$ cat src/rtl/spi_slave_sync_if.sv
// SPI responder bus: serial pins, mode selects and the parallel tx/rx handshake.
interface spi_slave_sync_if #(
    parameter int unsigned DATA_WIDTH = 8
);
    logic                  cpol;
    logic                  cpha;
    logic                  sclk;
    logic                  cs_n;
    logic                  mosi;
    logic                  miso;
    logic [DATA_WIDTH-1:0] tx_data;
    logic                  tx_load;
    logic                  tx_ready;
    logic [DATA_WIDTH-1:0] rx_data;
    logic                  rx_valid;
    logic                  frame_err;
    logic [1:0]            slave_state;

    modport slave (
        input  cpol, cpha, sclk, cs_n, mosi, tx_data, tx_load,
        output miso, tx_ready, rx_data, rx_valid, frame_err, slave_state
    );

    modport master (
        output cpol, cpha, sclk, cs_n, mosi, tx_data, tx_load,
        input  miso, tx_ready, rx_data, rx_valid, frame_err, slave_state
    );
endinterface

$ cat src/rtl/spi_slave_sync.sv
// SPI slave oversampled on the system clock: all four modes, MSB first,
// back-to-back words, pending tx word with load handshake.
module spi_slave_sync #(
    parameter int unsigned          DATA_WIDTH  = 8,
    parameter int unsigned          SYNC_STAGES = 2,
    parameter logic [DATA_WIDTH-1:0] IDLE_BYTE  = '0
) (
    input  logic          clk,
    input  logic          reset,
    spi_slave_sync_if.slave spi
);
    localparam int unsigned CNT_W = (DATA_WIDTH > 1) ? $clog2(DATA_WIDTH) : 1;
    localparam int unsigned SET_W = $clog2(SYNC_STAGES + 1);
    localparam logic [CNT_W-1:0] LAST_BIT = CNT_W'(DATA_WIDTH - 1);

    typedef enum logic [1:0] {
        ST_IDLE    = 2'd0,
        ST_XFER    = 2'd1,
        ST_WAIT_CS = 2'd2
    } state_e;

    state_e                 state_q, state_d;
    logic [SYNC_STAGES-1:0] sclk_sync_q, sclk_sync_d;
    logic [SYNC_STAGES-1:0] cs_sync_q, cs_sync_d;
    logic [SYNC_STAGES-1:0] mosi_sync_q, mosi_sync_d;
    logic                   sclk_prev_q, sclk_prev_d;
    logic                   cs_prev_q, cs_prev_d;
    logic                   cpol_q, cpol_d;
    logic                   cpha_q, cpha_d;
    logic [CNT_W-1:0]       bit_cnt_q, bit_cnt_d;
    logic [DATA_WIDTH-1:0]  tx_shift_q, tx_shift_d;
    logic [DATA_WIDTH-1:0]  rx_shift_q, rx_shift_d;
    logic [DATA_WIDTH-1:0]  rx_data_q, rx_data_d;
    logic                   rx_valid_q, rx_valid_d;
    logic                   frame_err_q, frame_err_d;
    logic [DATA_WIDTH-1:0]  pend_q, pend_d;
    logic                   pend_full_q, pend_full_d;
    logic [SET_W-1:0]       settle_q, settle_d;
    logic                   armed_q, armed_d;

    logic sclk_s, cs_s, mosi_s;
    logic sclk_edge, lead_edge, trail_edge, sample_edge, shift_edge;
    logic cs_fall, cs_rise, consume;
    logic [DATA_WIDTH-1:0] rx_word, reload_word;

    assign sclk_s      = sclk_sync_q[SYNC_STAGES-1];
    assign cs_s        = cs_sync_q[SYNC_STAGES-1];
    assign mosi_s      = mosi_sync_q[SYNC_STAGES-1];
    assign sclk_edge   = sclk_s ^ sclk_prev_q;
    assign lead_edge   = sclk_edge & (sclk_prev_q == cpol_q);
    assign trail_edge  = sclk_edge & (sclk_s == cpol_q);
    assign sample_edge = cpha_q ? trail_edge : lead_edge;
    assign shift_edge  = cpha_q ? lead_edge : trail_edge;
    assign cs_fall     = cs_prev_q & ~cs_s;
    assign cs_rise     = ~cs_prev_q & cs_s;
    assign rx_word     = {rx_shift_q[DATA_WIDTH-2:0], mosi_s};
    assign reload_word = pend_full_q ? pend_q : IDLE_BYTE;

    always_ff @(posedge clk or posedge reset) begin
        if (reset) begin
            state_q     <= ST_IDLE;
            sclk_sync_q <= '0;
            cs_sync_q   <= '1;
            mosi_sync_q <= '0;
            sclk_prev_q <= 1'b0;
            cs_prev_q   <= 1'b1;
            cpol_q      <= 1'b0;
            cpha_q      <= 1'b0;
            bit_cnt_q   <= '0;
            tx_shift_q  <= '0;
            rx_shift_q  <= '0;
            rx_data_q   <= '0;
            rx_valid_q  <= 1'b0;
            frame_err_q <= 1'b0;
            pend_q      <= '0;
            pend_full_q <= 1'b0;
            settle_q    <= SET_W'(SYNC_STAGES);
            armed_q     <= 1'b0;
        end else begin
            state_q     <= state_d;
            sclk_sync_q <= sclk_sync_d;
            cs_sync_q   <= cs_sync_d;
            mosi_sync_q <= mosi_sync_d;
            sclk_prev_q <= sclk_prev_d;
            cs_prev_q   <= cs_prev_d;
            cpol_q      <= cpol_d;
            cpha_q      <= cpha_d;
            bit_cnt_q   <= bit_cnt_d;
            tx_shift_q  <= tx_shift_d;
            rx_shift_q  <= rx_shift_d;
            rx_data_q   <= rx_data_d;
            rx_valid_q  <= rx_valid_d;
            frame_err_q <= frame_err_d;
            pend_q      <= pend_d;
            pend_full_q <= pend_full_d;
            settle_q    <= settle_d;
            armed_q     <= armed_d;
        end
    end

    always_comb begin
        state_d     = state_q;
        sclk_sync_d = {sclk_sync_q[SYNC_STAGES-2:0], spi.sclk};
        cs_sync_d   = {cs_sync_q[SYNC_STAGES-2:0], spi.cs_n};
        mosi_sync_d = {mosi_sync_q[SYNC_STAGES-2:0], spi.mosi};
        sclk_prev_d = sclk_s;
        cs_prev_d   = cs_s;
        cpol_d      = cpol_q;
        cpha_d      = cpha_q;
        bit_cnt_d   = bit_cnt_q;
        tx_shift_d  = tx_shift_q;
        rx_shift_d  = rx_shift_q;
        rx_data_d   = rx_data_q;
        rx_valid_d  = 1'b0;
        frame_err_d = 1'b0;
        pend_d      = pend_q;
        pend_full_d = pend_full_q;
        settle_d    = (settle_q != '0) ? settle_q - 1'b1 : settle_q;
        armed_d     = armed_q;
        consume     = 1'b0;

        unique case (state_q)
            ST_IDLE: begin
                // After reset, wait for the cs_n pipeline to hold the real pin
                // level so a master already mid-frame is not mistaken for a start.
                if (!armed_q) begin
                    if (settle_q == '0) begin
                        armed_d = 1'b1;
                        if (!cs_s) state_d = ST_WAIT_CS;
                    end
                end else if (cs_fall) begin
                    cpol_d     = spi.cpol;
                    cpha_d     = spi.cpha;
                    tx_shift_d = reload_word;
                    consume    = 1'b1;
                    bit_cnt_d  = '0;
                    rx_shift_d = '0;
                    state_d    = ST_XFER;
                end
            end
            ST_XFER: begin
                if (cs_rise) begin
                    frame_err_d = (bit_cnt_q != '0);
                    state_d     = ST_IDLE;
                end else if (sample_edge) begin
                    rx_shift_d = rx_word;
                    if (bit_cnt_q == LAST_BIT) begin
                        rx_data_d  = rx_word;
                        rx_valid_d = 1'b1;
                        bit_cnt_d  = '0;
                        tx_shift_d = reload_word;
                        consume    = 1'b1;
                    end else begin
                        bit_cnt_d = bit_cnt_q + 1'b1;
                    end
                end else if (shift_edge && bit_cnt_q != '0) begin
                    // Shift edge at count 0 is the word's first: MSB is already out.
                    tx_shift_d = {tx_shift_q[DATA_WIDTH-2:0], 1'b0};
                end
            end
            ST_WAIT_CS: begin
                if (cs_s) state_d = ST_IDLE;
            end
            default: state_d = ST_IDLE;
        endcase

        // A reload frees the pending register in the same cycle it may be refilled.
        if (consume) pend_full_d = 1'b0;
        if (spi.tx_load && (!pend_full_q || consume)) begin
            pend_d      = spi.tx_data;
            pend_full_d = 1'b1;
        end
    end

    assign spi.miso        = (state_q == ST_XFER) & tx_shift_q[DATA_WIDTH-1];
    assign spi.tx_ready    = ~pend_full_q;
    assign spi.rx_data     = rx_data_q;
    assign spi.rx_valid    = rx_valid_q;
    assign spi.frame_err   = frame_err_q;
    assign spi.slave_state = state_q;
endmodule

$ cat src/flat_wrapper.sv
// flat-port wrapper written by rule: the top's interface ports become plain ports
module spi_slave_sync_flat 
#(
    parameter int unsigned          DATA_WIDTH  = 8,
    parameter int unsigned          SYNC_STAGES = 2,
    parameter logic [DATA_WIDTH-1:0] IDLE_BYTE  = '0
)
  (clk, reset, spi_cpol, spi_cpha, spi_sclk, spi_cs_n, spi_mosi, spi_tx_data, spi_tx_load, spi_miso, spi_tx_ready, spi_rx_data, spi_rx_valid, spi_frame_err, spi_slave_state);
  spi_slave_sync_if #(.DATA_WIDTH(DATA_WIDTH)) spi_i ();
  input  logic clk;
  input  logic reset;
  input wire logic [$bits(spi_i.cpol)-1:0] spi_cpol;
  input wire logic [$bits(spi_i.cpha)-1:0] spi_cpha;
  input wire logic [$bits(spi_i.sclk)-1:0] spi_sclk;
  input wire logic [$bits(spi_i.cs_n)-1:0] spi_cs_n;
  input wire logic [$bits(spi_i.mosi)-1:0] spi_mosi;
  input wire logic [$bits(spi_i.tx_data)-1:0] spi_tx_data;
  input wire logic [$bits(spi_i.tx_load)-1:0] spi_tx_load;
  output wire logic [$bits(spi_i.miso)-1:0] spi_miso;
  output wire logic [$bits(spi_i.tx_ready)-1:0] spi_tx_ready;
  output wire logic [$bits(spi_i.rx_data)-1:0] spi_rx_data;
  output wire logic [$bits(spi_i.rx_valid)-1:0] spi_rx_valid;
  output wire logic [$bits(spi_i.frame_err)-1:0] spi_frame_err;
  output wire logic [$bits(spi_i.slave_state)-1:0] spi_slave_state;
  assign spi_i.cpol = spi_cpol;
  assign spi_i.cpha = spi_cpha;
  assign spi_i.sclk = spi_sclk;
  assign spi_i.cs_n = spi_cs_n;
  assign spi_i.mosi = spi_mosi;
  assign spi_i.tx_data = spi_tx_data;
  assign spi_i.tx_load = spi_tx_load;
  assign spi_miso = spi_i.miso;
  assign spi_tx_ready = spi_i.tx_ready;
  assign spi_rx_data = spi_i.rx_data;
  assign spi_rx_valid = spi_i.rx_valid;
  assign spi_frame_err = spi_i.frame_err;
  assign spi_slave_state = spi_i.slave_state;
  spi_slave_sync #(.DATA_WIDTH(DATA_WIDTH), .SYNC_STAGES(SYNC_STAGES), .IDLE_BYTE(IDLE_BYTE)) u_core (.clk(clk), .reset(reset), .spi(spi_i));
endmodule
$ cat config.mk
export PLATFORM = sky130hd
export DESIGN_NAME = spi_slave_sync_flat
export DESIGN_NICKNAME = d
export VERILOG_FILES = /design/src/rtl/spi_slave_sync_if.sv /design/src/rtl/spi_slave_sync.sv /design/src/flat_wrapper.sv
export SDC_FILE = /design/constraint.sdc
export NUM_CORES = 1
export LEC_CHECK = 0
export BUFFER_PORTS_ARGS = -buffer_cell sky130_fd_sc_hd__buf_2
export CORE_ASPECT_RATIO = 0.7
export CORE_UTILIZATION = 51
export DETAILED_ROUTE_END_ITERATION = 12
export GPL_TIMING_DRIVEN = 0
export PLACE_DENSITY = 0.76
export SETUP_SLACK_MARGIN = 0.05
export SLEW_MARGIN = 40
export SYNTH_ARGS = -nofsm -noshare
export SYNTH_HDL_FRONTEND = slang
export SYNTH_SLANG_ARGS = --single-unit
$ cat constraint.sdc
create_clock -name clk -period 1.98 [get_ports clk]
set_input_delay 0.198 -clock clk [delete_from_list [all_inputs] [get_ports clk]]
set_output_delay 0.198 -clock clk [all_outputs]
set_load 0.1 [all_outputs]
==> flow_metrics.env <==
export IMPL_status="completed"
export IMPL_via_per_inst=5.16
export IMPL_wl_um=4060
export IMPL_diodes=0
export IMPL_ys_types=29
export IMPL_synthesis_instances=189
export IMPL_start_util=0.547
export IMPL_hpwlAfterDp_um=2760
export IMPL_synth_top_family_by_area="multiplexers"
export IMPL_die_area_um2=4610
export IMPL_synthSimpleGateAreaFrac=0.119
export IMPL_met1_usage=0.268
export IMPL_io_pins=30
export IMPL_yosysSeqAreaShare=0.591
export IMPL_internal_power_mw=2.04
export IMPL_h_tree_depth=2
export IMPL_grt_busiest_layer="met2"
export IMPL_cp_max_fo=8
export IMPL_fin_setup_tns_ns=0
export IMPL_fin_crit_sh=0.996
export IMPL_coreArea_um2=4040
export IMPL_cts_path_max_buffers=2
export IMPL_gp_congestion=0.768
export IMPL_placed_cells=271
export IMPL_track_usage=0.202
export IMPL_sw_frac_of_total=0.310
export IMPL_switchingPower_mw=0.915
export IMPL_fin_nets=252
export IMPL_drc_errors=0
export IMPL_die_h_um=57.1
export IMPL_finalPower_mw=2.95
export IMPL_synth_xor_area_frac=0.0113
export IMPL_synth_compound_area_frac=0.0747
export IMPL_clock_skew_final_ns=0.0126
export IMPL_cts_made_buffers=5
export IMPL_cp_start_kind="flip-flop"
export IMPL_maxSlewViolCount=0
export IMPL_arrival_ns=2.16
export IMPL_crit_type="reg2reg"
export IMPL_max_cap_violations=0
export IMPL_io_buffers=29
export IMPL_dr_pass1_iters=4
export IMPL_yosysWarnings=0
export IMPL_routedWlPerCell_um=14.2
export IMPL_seq_power_share=0.472
export IMPL_final_antenna_net_count=0
export IMPL_p_leak_nw=1.32
export IMPL_clock_sinks=52
export IMPL_drtIter0Drc=90
export IMPL_drive_gt1_frac=0.343
export IMPL_cts_tree="built"
export IMPL_tightest_slew_ns=0.489
export IMPL_timing_final_crit_period_ns=1.97
export IMPL_grt_max_degree=37
export IMPL_overflow=0
export IMPL_fmax_mhz=507
export IMPL_syn_avg_cell_area_um2=11.7
export IMPL_clk_latency_ns=0.31
export IMPL_num_rows=19
export IMPL_hold_viol=0
export IMPL_synth_mux_area_frac=0.132
export IMPL_combPwrFrac=0.286
export IMPL_min_path_type="in2reg"
export IMPL_grt_setup_unrepaired="true"
export IMPL_worstPathRequired_ns=2.17
export IMPL_r2r_slack_ns=0.007
export IMPL_syn_area_um2=2210
export IMPL_ys_top_cells_by_area="dfrtp_1, mux2_4, o21ai_0, mux2_2, dfstp_2"
export IMPL_antenna_found_initial=0
export IMPL_slew_limit_headroom=0.676
export IMPL_synth_fa_ha_area_frac=0.0226
export IMPL_grt_use_met2=0.321
export IMPL_synth_fp_nets=209
export IMPL_grt_pass1_vias=1436
export IMPL_met3_usage=0.0528
export IMPL_yosysTopAreaCellShare=0.543
export IMPL_cp_end_kind="flip-flop"
export IMPL_areaGrowthSynthToFinish_pct=20.9
export IMPL_vias=1470
export IMPL_netlist_top_cell_by_area="dfrtp_1"
export IMPL_grt_first_pass_wirelength_um=6760
export IMPL_final_core_util=0.662
export IMPL_finalNonFillerCells=285
export IMPL_yosys_register_bits=52
export IMPL_pwr_share_clk=0.242
export IMPL_cts_root_buf="clkbuf_8"
export IMPL_peakVddDrop_uv=643
export IMPL_path_clk_slew_ns=0.09
export IMPL_chipWidth_um=80.7
export IMPL_setup_violations=0
export IMPL_powerDensity_nw_per_um2=1100
[power groups by stage]
stage / Combinational (mW) / Sequential, mW / Clock [mW]
after CTS: 0.792 / 1.38 / 0.732
after detailed placement: 0.752 / 1.40 / 0
after global placement: 0.722 / 1.39 / 0
after global routing: 0.919 / 1.41 / 0.778
after floorplan: 0.553 / 1.43 / 0
final: 0.844 / 1.39 / 0.715
[cell usage after synthesis, drive strengths merged]
cell	instances
inv	18
mux2	19
clkbuf	4
nand4	1
and3	2
nor2	3
nand2	19
nand3b	1
nor2b	2
nor3	1
a221oi	2
a21oi	2
a31oi	1
xnor2	2
dfrtp	48
dfstp	4
nand3	17
a211oi	1
ha	4
buf	4
and2	1
a31o	1
nand2b	5
o21ai	23
mux2i	4
[worst paths after layout]
kind / startpoint / endpoint / depth (start not counted)
max: u_core.cpol_q / u_core.tx_shift_q[0] / 7
min: spi_tx_load / u_core.pend_full_q / 3
max reg2reg: u_core.cpol_q / u_core.tx_shift_q[0] / 7
min reg2reg: u_core.mosi_sync_q[0] / u_core.mosi_sync_q[1] / 0
max in group asynchronous: reset / u_core.settle_q[1] / 4
min in group asynchronous: reset / u_core.spi.rx_valid / 3
[timing repair]
item / in CTS / in global routing
hold endpoints to repair: 19 / 0
hold buffers: 4 / 0
pin swaps: 2 / 1
setup buffers: 2 / 1
resized for setup: 6 / 9
setup endpoints to repair: 26 / 34
[critical path: stages, from the launching register on]
cell	delay (ns)
dfrtp_1	0.44
xnor2_4	0.26
buf_4	0.16
mux2i_2	0.26
a221oi_2	0.09
nor2b_1	0.11
buf_4	0.18
mux2_2	0.35
[routing by layer]
layer  wire, µm  share of wire  vias to the layer above
li1           -              -                      716
met1       1930           0.48                      722
met2       1930           0.48                       28
met3        141          0.035                        4
met4         58          0.014                        0
met5          0              0                        -
[area by class of cell]
class	instances	area, µm²
Tap cell	52	65.1
Timing Repair Buffer	37	234
Buffer	7	50.0
Fill cell	326	1370
Inverter	18	70.1
Clock buffer	5	68.8
Sequential cell	52	1310
Multi-Input combinational cell	111	835
Clock inverter	3	42.5
[logic make-up (layout without fill, tap and decap cells)]
group	after synthesis	count (layout)
mux	23	23
compound gates	30	30
simple gates	52	52
fa+ha+maj	4	4
buf+inv	26	70
flops	52	52
xor+xnor	2	2
[stage by stage]
| stage | hold slack, ns | cell area [µm²] | setup WS (ns) |
|---|---|---|---|
| 2_1_floorplan | 0.202 | 2220 | 0.0469 |
| 3_3_place_gp | 0.305 | 2430 | -0.241 |
| 3_5_place_dp | 0.144 | 2450 | -0.126 |
| 4_1_cts | 0.0824 | 2630 | 0.00737 |
| 5_1_grt | 0.105 | 2670 | -0.0505 |
| 6_report | 0.0908 | 2670 | 0.00736 |
[cell usage in the layout, fill, tap and decap left out, types with 2 or more instances in the layout]
cell type	n
nand3_1	17
nor2_1	3
and3_1	2
ha_1	4
a221oi_2	2
nor2b_1	2
dlygate4sd3_1	4
inv_1	17
nand2_1	19
dfrtp_2	2
mux2_4	9
a21oi_1	2
buf_2	29
clkbuf_8	5
mux2i_1	2
buf_4	6
mux2_2	10
o21ai_0	22
dfrtp_1	46
buf_6	2
nand2b_1	5
dfstp_2	4
[sequential cells by signal, indices dropped and copies added (netlist names), 2 cells and up]
| register | flops |
|---|---|
| u_core.pend_q | 8 |
| u_core.spi.rx_data | 8 |
| u_core.tx_shift_q | 8 |
| u_core.rx_shift_q | 7 |
| u_core.bit_cnt_q | 3 |
| u_core.cs_sync_q | 2 |
| u_core.mosi_sync_q | 2 |
| u_core.sclk_sync_q | 2 |
| u_core.settle_q | 2 |
| u_core.spi.slave_state | 2 |
No activity file was read; power rests on OpenSTA's default activity.
